**config.mk**
```make
export PLATFORM = sky130hd
export DESIGN_NAME = booth_multiplier
export DESIGN_NICKNAME = d
export VERILOG_FILES = /design/src/rtl/booth_multiplier_pkg.sv /design/src/rtl/booth_multiplier_addsub.sv /design/src/rtl/booth_multiplier.sv
export SDC_FILE = /design/constraint.sdc
export NUM_CORES = 1
export LEC_CHECK = 0
export ABC_AREA = 1
export ABC_CLOCK_PERIOD_IN_PS = 5500
export CORE_UTILIZATION = 25
export CTS_CLUSTER_SIZE = 25
export DETAILED_ROUTE_END_ITERATION = 8
export PLACE_DENSITY_LB_ADDON = 0.15
export SLEW_MARGIN = 20
export SYNTH_ARGS = -nofsm -noshare
export SYNTH_HDL_FRONTEND = slang
export SYNTH_SLANG_ARGS = --single-unit
```
**constraint.sdc**
```tcl
create_clock -name CLK -period 5.5 [get_ports CLK]
set_input_delay 1.375 -clock CLK [delete_from_list [all_inputs] [get_ports CLK]]
set_output_delay 1.375 -clock CLK [all_outputs]
set_load 0.05 [all_outputs]
```
**src/rtl/booth_multiplier_pkg.sv**
```systemverilog
`default_nettype none
// ============================================================================
// Module   : booth_multiplier_pkg
// Purpose  : Shared constants for the radix-2 Booth multiplier: FSM state
//            encoding and the default operand width.
// Ports    : none (package)
// Revision : 1.0 - initial release
// ============================================================================
package booth_multiplier_pkg;

    localparam int c_DEFAULT_WIDTH = 8;

    localparam int c_STATE_W = 3;

    localparam logic [c_STATE_W-1:0] c_S_IDLE   = 3'd0;
    localparam logic [c_STATE_W-1:0] c_S_ADD    = 3'd1;
    localparam logic [c_STATE_W-1:0] c_S_SHIFT  = 3'd2;
    localparam logic [c_STATE_W-1:0] c_S_OUT_HI = 3'd3;
    localparam logic [c_STATE_W-1:0] c_S_OUT_LO = 3'd4;
    localparam logic [c_STATE_W-1:0] c_S_DONE   = 3'd5;

endpackage : booth_multiplier_pkg
`default_nettype wire

```
**src/rtl/booth_multiplier_addsub.sv**
```systemverilog
`default_nettype none
// ============================================================================
// Module   : booth_multiplier_addsub
// Purpose  : (WIDTH+1)-bit adder/subtractor for the Booth partial-product
//            accumulator. With i_sub=1 it forms i_a + ~i_m + 1 (i_a - i_m).
// Ports    : i_a      in  WIDTH+1  accumulator operand (A)
//            i_m      in  WIDTH+1  sign-extended multiplicand (M)
//            i_sub    in  1        1 = subtract, 0 = add
//            o_result out WIDTH+1  sum / difference (wraps modulo 2^(WIDTH+1))
// Revision : 1.0 - initial release
// ============================================================================
module booth_multiplier_addsub
    import booth_multiplier_pkg::*;
#(
    parameter int WIDTH = c_DEFAULT_WIDTH
) (
    input  logic [WIDTH:0] i_a,
    input  logic [WIDTH:0] i_m,
    input  logic           i_sub,
    output logic [WIDTH:0] o_result
);

    logic [WIDTH:0] w_m_sel;
    logic [WIDTH:0] w_carry_in;

    // Two's-complement subtract: invert M and inject the +1 as carry-in.
    assign w_m_sel    = i_sub ? ~i_m : i_m;
    assign w_carry_in = {{WIDTH{1'b0}}, i_sub};
    assign o_result   = i_a + w_m_sel + w_carry_in;

endmodule : booth_multiplier_addsub
`default_nettype wire

```
**src/rtl/booth_multiplier.sv**
```systemverilog
`default_nettype none
// ============================================================================
// Module   : booth_multiplier
// Purpose  : Sequential signed radix-2 Booth multiplier, WIDTH x WIDTH ->
//            2*WIDTH product, delivered over obus in two beats (high half,
//            then low half), followed by a one-cycle stop strobe.
// Ports    : CLK    in  1      clock, rising edge
//            RESET  in  1      asynchronous active-high reset
//            bgn    in  1      start request, sampled only in IDLE
//            ibusa  in  WIDTH  signed multiplier Q, captured on the bgn edge
//            ibusb  in  WIDTH  signed multiplicand M, captured on the bgn edge
//            obus   out WIDTH  product beat (OUT_HI / OUT_LO), 0 otherwise
//            stop   out 1      done strobe, high only in DONE
//            ovf    out 1      only when MUL_OVF_EN is defined: high in DONE
//                              iff the product does not fit in WIDTH signed
// Config   : MUL_OVF_EN - adds the ovf output
// Revision : 1.0 - initial release
// ============================================================================
module booth_multiplier
    import booth_multiplier_pkg::*;
#(
    parameter int WIDTH = c_DEFAULT_WIDTH
) (
    input  logic             CLK,
    input  logic             RESET,
    input  logic             bgn,
    input  logic [WIDTH-1:0] ibusa,
    input  logic [WIDTH-1:0] ibusb,
    output logic [WIDTH-1:0] obus,
    output logic             stop
`ifdef MUL_OVF_EN
    ,
    output logic             ovf
`endif
);

    localparam int c_CNT_W = (WIDTH > 1) ? $clog2(WIDTH) : 1;
    localparam logic [c_CNT_W-1:0] c_CNT_LAST = c_CNT_W'(WIDTH - 1);
    localparam logic [c_CNT_W-1:0] c_CNT_ONE  = c_CNT_W'(1);

    logic [c_STATE_W-1:0] r_state;
    logic [WIDTH:0]       r_a;      // one guard bit so -2^(W-1) squared is exact
    logic [WIDTH-1:0]     r_q;
    logic                 r_q_m1;
    logic [WIDTH:0]       r_m;
    logic [c_CNT_W-1:0]   r_cnt;

    logic                 w_sub;
    logic [WIDTH:0]       w_sum;

    // Booth pair 10 subtracts M; 01 adds it. Other pairs ignore w_sum.
    assign w_sub = r_q[0] & ~r_q_m1;

    booth_multiplier_addsub #(
        .WIDTH (WIDTH)
    ) u_addsub (
        .i_a      (r_a),
        .i_m      (r_m),
        .i_sub    (w_sub),
        .o_result (w_sum)
    );

    always_ff @(posedge CLK or posedge RESET) begin
        if (RESET) begin
            r_state <= c_S_IDLE;
            r_a     <= '0;
            r_q     <= '0;
            r_q_m1  <= 1'b0;
            r_m     <= '0;
            r_cnt   <= '0;
        end else begin
            case (r_state)
                c_S_IDLE: begin
                    if (bgn) begin
                        r_a     <= '0;
                        r_q_m1  <= 1'b0;
                        r_cnt   <= '0;
                        r_q     <= ibusa;
                        r_m     <= {ibusb[WIDTH-1], ibusb};
                        r_state <= c_S_ADD;
                    end
                end
                c_S_ADD: begin
                    if (r_q[0] ^ r_q_m1) begin
                        r_a <= w_sum;
                    end
                    r_state <= c_S_SHIFT;
                end
                c_S_SHIFT: begin
                    // Arithmetic right shift of the {A, Q, q_m1} chain.
                    {r_a, r_q, r_q_m1} <= {r_a[WIDTH], r_a, r_q};
                    r_cnt              <= r_cnt + c_CNT_ONE;
                    r_state            <= (r_cnt == c_CNT_LAST) ? c_S_OUT_HI : c_S_ADD;
                end
                c_S_OUT_HI: r_state <= c_S_OUT_LO;
                c_S_OUT_LO: r_state <= c_S_DONE;
                c_S_DONE:   r_state <= c_S_IDLE;
                default:    r_state <= c_S_IDLE;
            endcase
        end
    end

    // Outputs decode registered state only; no combinational path from inputs.
    always_comb begin
        obus = '0;
        stop = 1'b0;
        case (r_state)
            c_S_OUT_HI: obus = r_a[WIDTH-1:0];
            c_S_OUT_LO: obus = r_q;
            c_S_DONE:   stop = 1'b1;
            default: begin
                obus = '0;
                stop = 1'b0;
            end
        endcase
    end

`ifdef MUL_OVF_EN
    // Product fits in WIDTH signed bits only if the high half is pure sign
    // extension of the low half's MSB.
    assign ovf = (r_state == c_S_DONE) && (r_a[WIDTH-1:0] != {WIDTH{r_q[WIDTH-1]}});
`endif

endmodule : booth_multiplier
`default_nettype wire

```
==> impl_metrics.tcl, run 1 <==
set metrics [dict create \
    h-tree-depth 2 \
    cts_resized 0 \
    diodes 0 \
    worstMarginPinSlew_ns 0.538 \
    max_freq_mhz 276 \
    synth_seq_area_share 0.406 \
    antenna_found_initial 0 \
    required_ns 4.12 \
    crit_chain "inv_2 -> nand3_1 -> o22ai_1 -> clkdlybuf4s50_1" \
    syn_inst 235 \
    insertion_delay_ns 0.29 \
    synth_top_area_frac 0.406 \
    core_area_um2 7690 \
    end_kind "output pin" \
    start_kind "register" \
    hold_viol 0 \
    clk_pin_slew_worst_paths_ns 0.07 \
    drt_iter0_markers 57 \
    critPathKind "reg -> out" \
    num-nets-final 294 \
    synth_area_leaders "dfrtp_1 41%, nand2_1 8.4%, inv_1 6.9%" \
    grt_overflow_total 0 \
    synth_edf_count 0 \
    syn-cell-area_um2 1970 \
    hold_buffers 0 \
    async_flop_share 1.00 \
    setup_tns_ns 0 \
    clkSinkCount 32 \
    ys.flop_type "dfrtp_1" \
    fin_crit_sh 0.659 \
    fin_crit_ns 3.63 \
    grt_pass1_wl_um 8450 \
    max_slew_margin 0.641 \
    row_count 32 \
    hold_path.class "reg -> reg" \
    yosys_warnings 0 \
    area_growth_pct 23.2 \
    wire_per_inst_um 13.6 \
    cts_buffer_depth 2 \
    rsz0062_at_grt "no" \
    cp_data_arrival_time_ns 2.25 \
    critical_path_buf_inv_count 2 \
    avgViaCountPerCell 4.57 \
    post_cts_buffers 0 \
    drc 0 \
    status "completed" \
    drive_gt1_frac 0.0981 \
    cap_violations 0 \
    ys_seq_elements 32 \
    synth.distinct_cells 34 \
    grt_max_degree 33 \
    dieArea_um2 8240 \
    ioPinCount 28 \
    postSynthAreaPerCell_um2 8.39 \
    grt_usage 0.131 \
    io_buffer_count 27 \
    cp_max_fo 9 \
    hpwl_um 3680 \
    skew_ns 0.00715 \
    die_w_um 90.8 \
    wirelength_um 5000 \
    vias 1676 \
    slowest_delay_ns 0.84 \
    slew_viol_final 0 \
    setup_viol 0 \
    final_cell_mix "44 x nand2_1, 36 x inv_1, 32 x dfrtp_1" \
    syn_nets 265 \
    gp_congestion 0.769 \
    grt_pass1_vias 1665 \
    cts_tree "built" \
    die_h_um 90.8 \
    fillers 838 \
    initial_core_util 0.256 \
    synth_top_cell_by_area "dfrtp_1" \
    crit_path_top_delay_cell "clkdlybuf4s50_1" \
    root_buffer "clkbuf_8" \
    ant_nets 0 \
    first_pass_iters 4 \
    final_common_cell "nand2_1" \
    critical_path.top_delay_family "buffers and inverters" \
    cts_made_buffers 5 \
]
[path summary, 6_finish.rpt]
kind	slack [ns]	depth (start not counted)	startpoint	end
setup / recovery	1.87	4	r_state[0]	obus[5]
hold / removal	0.48	1	r_cnt[0]	r_cnt[0]
setup reg to reg	3.09	10	r_q_m1	r_a[6]
hold reg to reg	0.48	1	r_cnt[0]	r_cnt[0]
max in group asynchronous	3.70	3	RESET	r_m[6]
min in group asynchronous	1.48	3	RESET	r_q[4]
[through the flow]
step	hold slack [ns]	util	cell area, µm²	instances	setup slack (ns)
2_1_floorplan	0.450	-	1970	235	2.56
3_3_place_gp	0.468	0.304	2330	359	2.26
3_5_place_dp	0.473	0.304	2330	359	2.21
4_1_cts	0.482	0.316	2430	367	1.88
5_1_grt	0.502	0.316	2430	367	1.73
6_report	0.476	0.316	2430	367	1.87
[area by class of cell]
class / instances / area, µm² / share of cell area
flip-flops and latches: 32 / 801 / 0.330
well taps: 102 / 128 / 0.0526
clock inverters: 2 / 10.0 / 0.00412
inverters: 40 / 150 / 0.0619
repair buffers: 28 / 278 / 0.114
multi-input cells: 157 / 978 / 0.403
clock buffers: 6 / 82.6 / 0.0340
[layer usage]
layer / track usage / vias up / part of all wire
met5: 0 / - / 0
met4: 0.0370 / 0 / 0.012
met3: 0.0286 / 4 / 0.035
met2: 0.213 / 32 / 0.47
met1: 0.175 / 800 / 0.48
li1: - / 840 / -
[registers in the layout, summed over array words and instances (netlist names)]
name / count
r_a: 9
r_cnt: 3
r_m: 8
r_q: 8
r_q_m1: 1
r_state: 3
[Yosys cell counts, drive strengths merged (3+ instances only)]
cell type and n:
o21ai 11, nand3 11, nor2 9, nand2 49, dfrtp 32, ha 10, a21oi 15, mux2 7
inv 40, nor3 3, xor2 8, buf 6, o211ai 7, o22ai 11
[logic make-up (layout without fill, tap and decap cells)]
logic type,count (synthesis),in the layout,synth area share
adder cells (fa/ha/maj),11,11,0.0737
multiplexers,7,7,0.0400
AND/OR/NAND/NOR,76,76,0.174
flip-flops,32,32,0.406
AO/OA/AOI/OAI,54,54,0.169
buffers and inverters,46,76,0.0971
XOR/XNOR,9,9,0.0400
Power of run 1 is left out: the tool's default activity adds up to more than one toggle a clock period on the data nets, which glitch-free logic cannot reach.
==> run 2, diff against run 1 <==
Settings changed: ABC_CLOCK_PERIOD_IN_PS 5500 to 3500.
Clock period 5.5 ns to 3.5 ns, I/O delays scaled along.
==> impl_metrics.tcl, run 2 (same netlist as run 1, synthesis figures left out) <==
set metrics [dict create \
    area_growth_pct 24.5 \
    root_buffer "clkbuf_8" \
    gp_congestion 0.766 \
    hold_viol 0 \
    vias 1641 \
    worstMarginPinSlew_ns 0.589 \
    core_area_um2 7690 \
    critPathKind "reg -> out" \
    setup_viol 0 \
    ioPinCount 28 \
    slowest_delay_ns 0.85 \
    drive_gt1_frac 0.102 \
    max_freq_mhz 321 \
    cts_buffer_depth 2 \
    status "completed" \
    grt_usage 0.133 \
    final_common_cell "nand2_1" \
    dieArea_um2 8240 \
    initial_core_util 0.256 \
    crit_chain "inv_2 -> nand3_1 -> o22ai_1 -> clkdlybuf4s50_1" \
    wirelength_um 4920 \
    clk_pin_slew_worst_paths_ns 0.07 \
    setup_tns_ns 0 \
    insertion_delay_ns 0.29 \
    antenna_found_initial 0 \
    grt_max_degree 27 \
    cp_data_arrival_time_ns 2.24 \
    row_count 32 \
    start_kind "register" \
    setup_ws_ns 0.381 \
    top_regs "r_a (9), r_m (8), r_q (8)" \
    grt_pass1_vias 1711 \
    hold_buffers 0 \
    dp_slack_ns 0.720 \
    skew_ns 0.00832 \
    max_slew_margin 0.607 \
    end_kind "output pin" \
    drc 0 \
    first_pass_iters 4 \
    grt_overflow_total 0 \
    avgViaCountPerCell 4.46 \
    grt_pass1_wl_um 8490 \
    fin_crit_sh 0.891 \
    fin_crit_ns 3.12 \
    crit_path_top_delay_cell "clkdlybuf4s50_1" \
    post_cts_buffers 0 \
    die_h_um 90.8 \
    diodes 0 \
    final_cell_mix "44 x nand2_1, 36 x inv_1, 32 x dfrtp_1" \
    largest-register "r_a" \
    hold_path.class "reg -> reg" \
    h-tree-depth 2 \
    cap_violations 0 \
    wire_per_inst_um 13.4 \
    critical_path_buf_inv_count 2 \
    slew_viol_final 0 \
    cp_max_fo 9 \
    ant_nets 0 \
    largest_reg_flops 9 \
    hpwl_um 3770 \
    critical_path.top_delay_family "buffers and inverters" \
    cts_resized 0 \
    cts_made_buffers 5 \
    num-nets-final 295 \
    drt_iter0_markers 67 \
    io_buffer_count 27 \
    required_ns 2.62 \
    die_w_um 90.8 \
    cts_tree "built" \
    rsz0062_at_grt "no" \
    clkSinkCount 32 \
]
run 2: final cells by class:
class                           count  area, µm²
Sequential cell                    32        801
Timing Repair Buffer               29        285
Tap cell                          102        128
Multi-Input combinational cell    157        978
Clock inverter                      3       42.5
Fill cell                         835       5230
Clock buffer                        5       68.8
Inverter                           40        150
run 2: per-layer routing:
| metal | global-route usage | routed length [µm] |
|---|---|---|
| met3 | 0.0311 | 152 |
| met1 | 0.174 | 2450 |
| met5 | 0 | 0 |
| met4 | 0.0503 | 99 |
| met2 | 0.212 | 2210 |
run 2: stage by stage:
step	std cells	util	hold WS (ns)	cell area (µm²)
global placement	360	0.305	0.469	2340
detailed placement	360	0.305	0.469	2340
finish	368	0.319	0.475	2450
floorplan	235	-	0.450	1970
global route	368	0.319	0.497	2450
CTS	368	0.319	0.478	2450
run 2: worst paths after layout:
check                                  end  startpoint  slack, ns  depth (start not counted)
worst max-delay path               obus[5]  r_state[0]       0.38                          4
worst min-delay path              r_cnt[0]    r_cnt[0]       0.48                          1
worst max register to register      r_a[6]      r_q_m1       1.10                         12
worst min register to register    r_cnt[0]    r_cnt[0]       0.48                          1
max in group asynchronous       r_state[1]       RESET       1.97                          3
min in group asynchronous           r_a[2]       RESET       0.94                          2
run 2: worst register-to-register path, cell delays in order (launching register included):
cell and delay (ns):
dfrtp_1 0.36, inv_1 0.07, ha_1 0.48, nand2_1 0.11, nand2_1 0.09, inv_1 0.05
fa_1 0.41, nand3b_1 0.17, nand2_1 0.15, nand2_1 0.10, nand3b_1 0.10, nand3_1 0.09
a21boi_0 0.15
Power of run 2 is left out for the same reason.
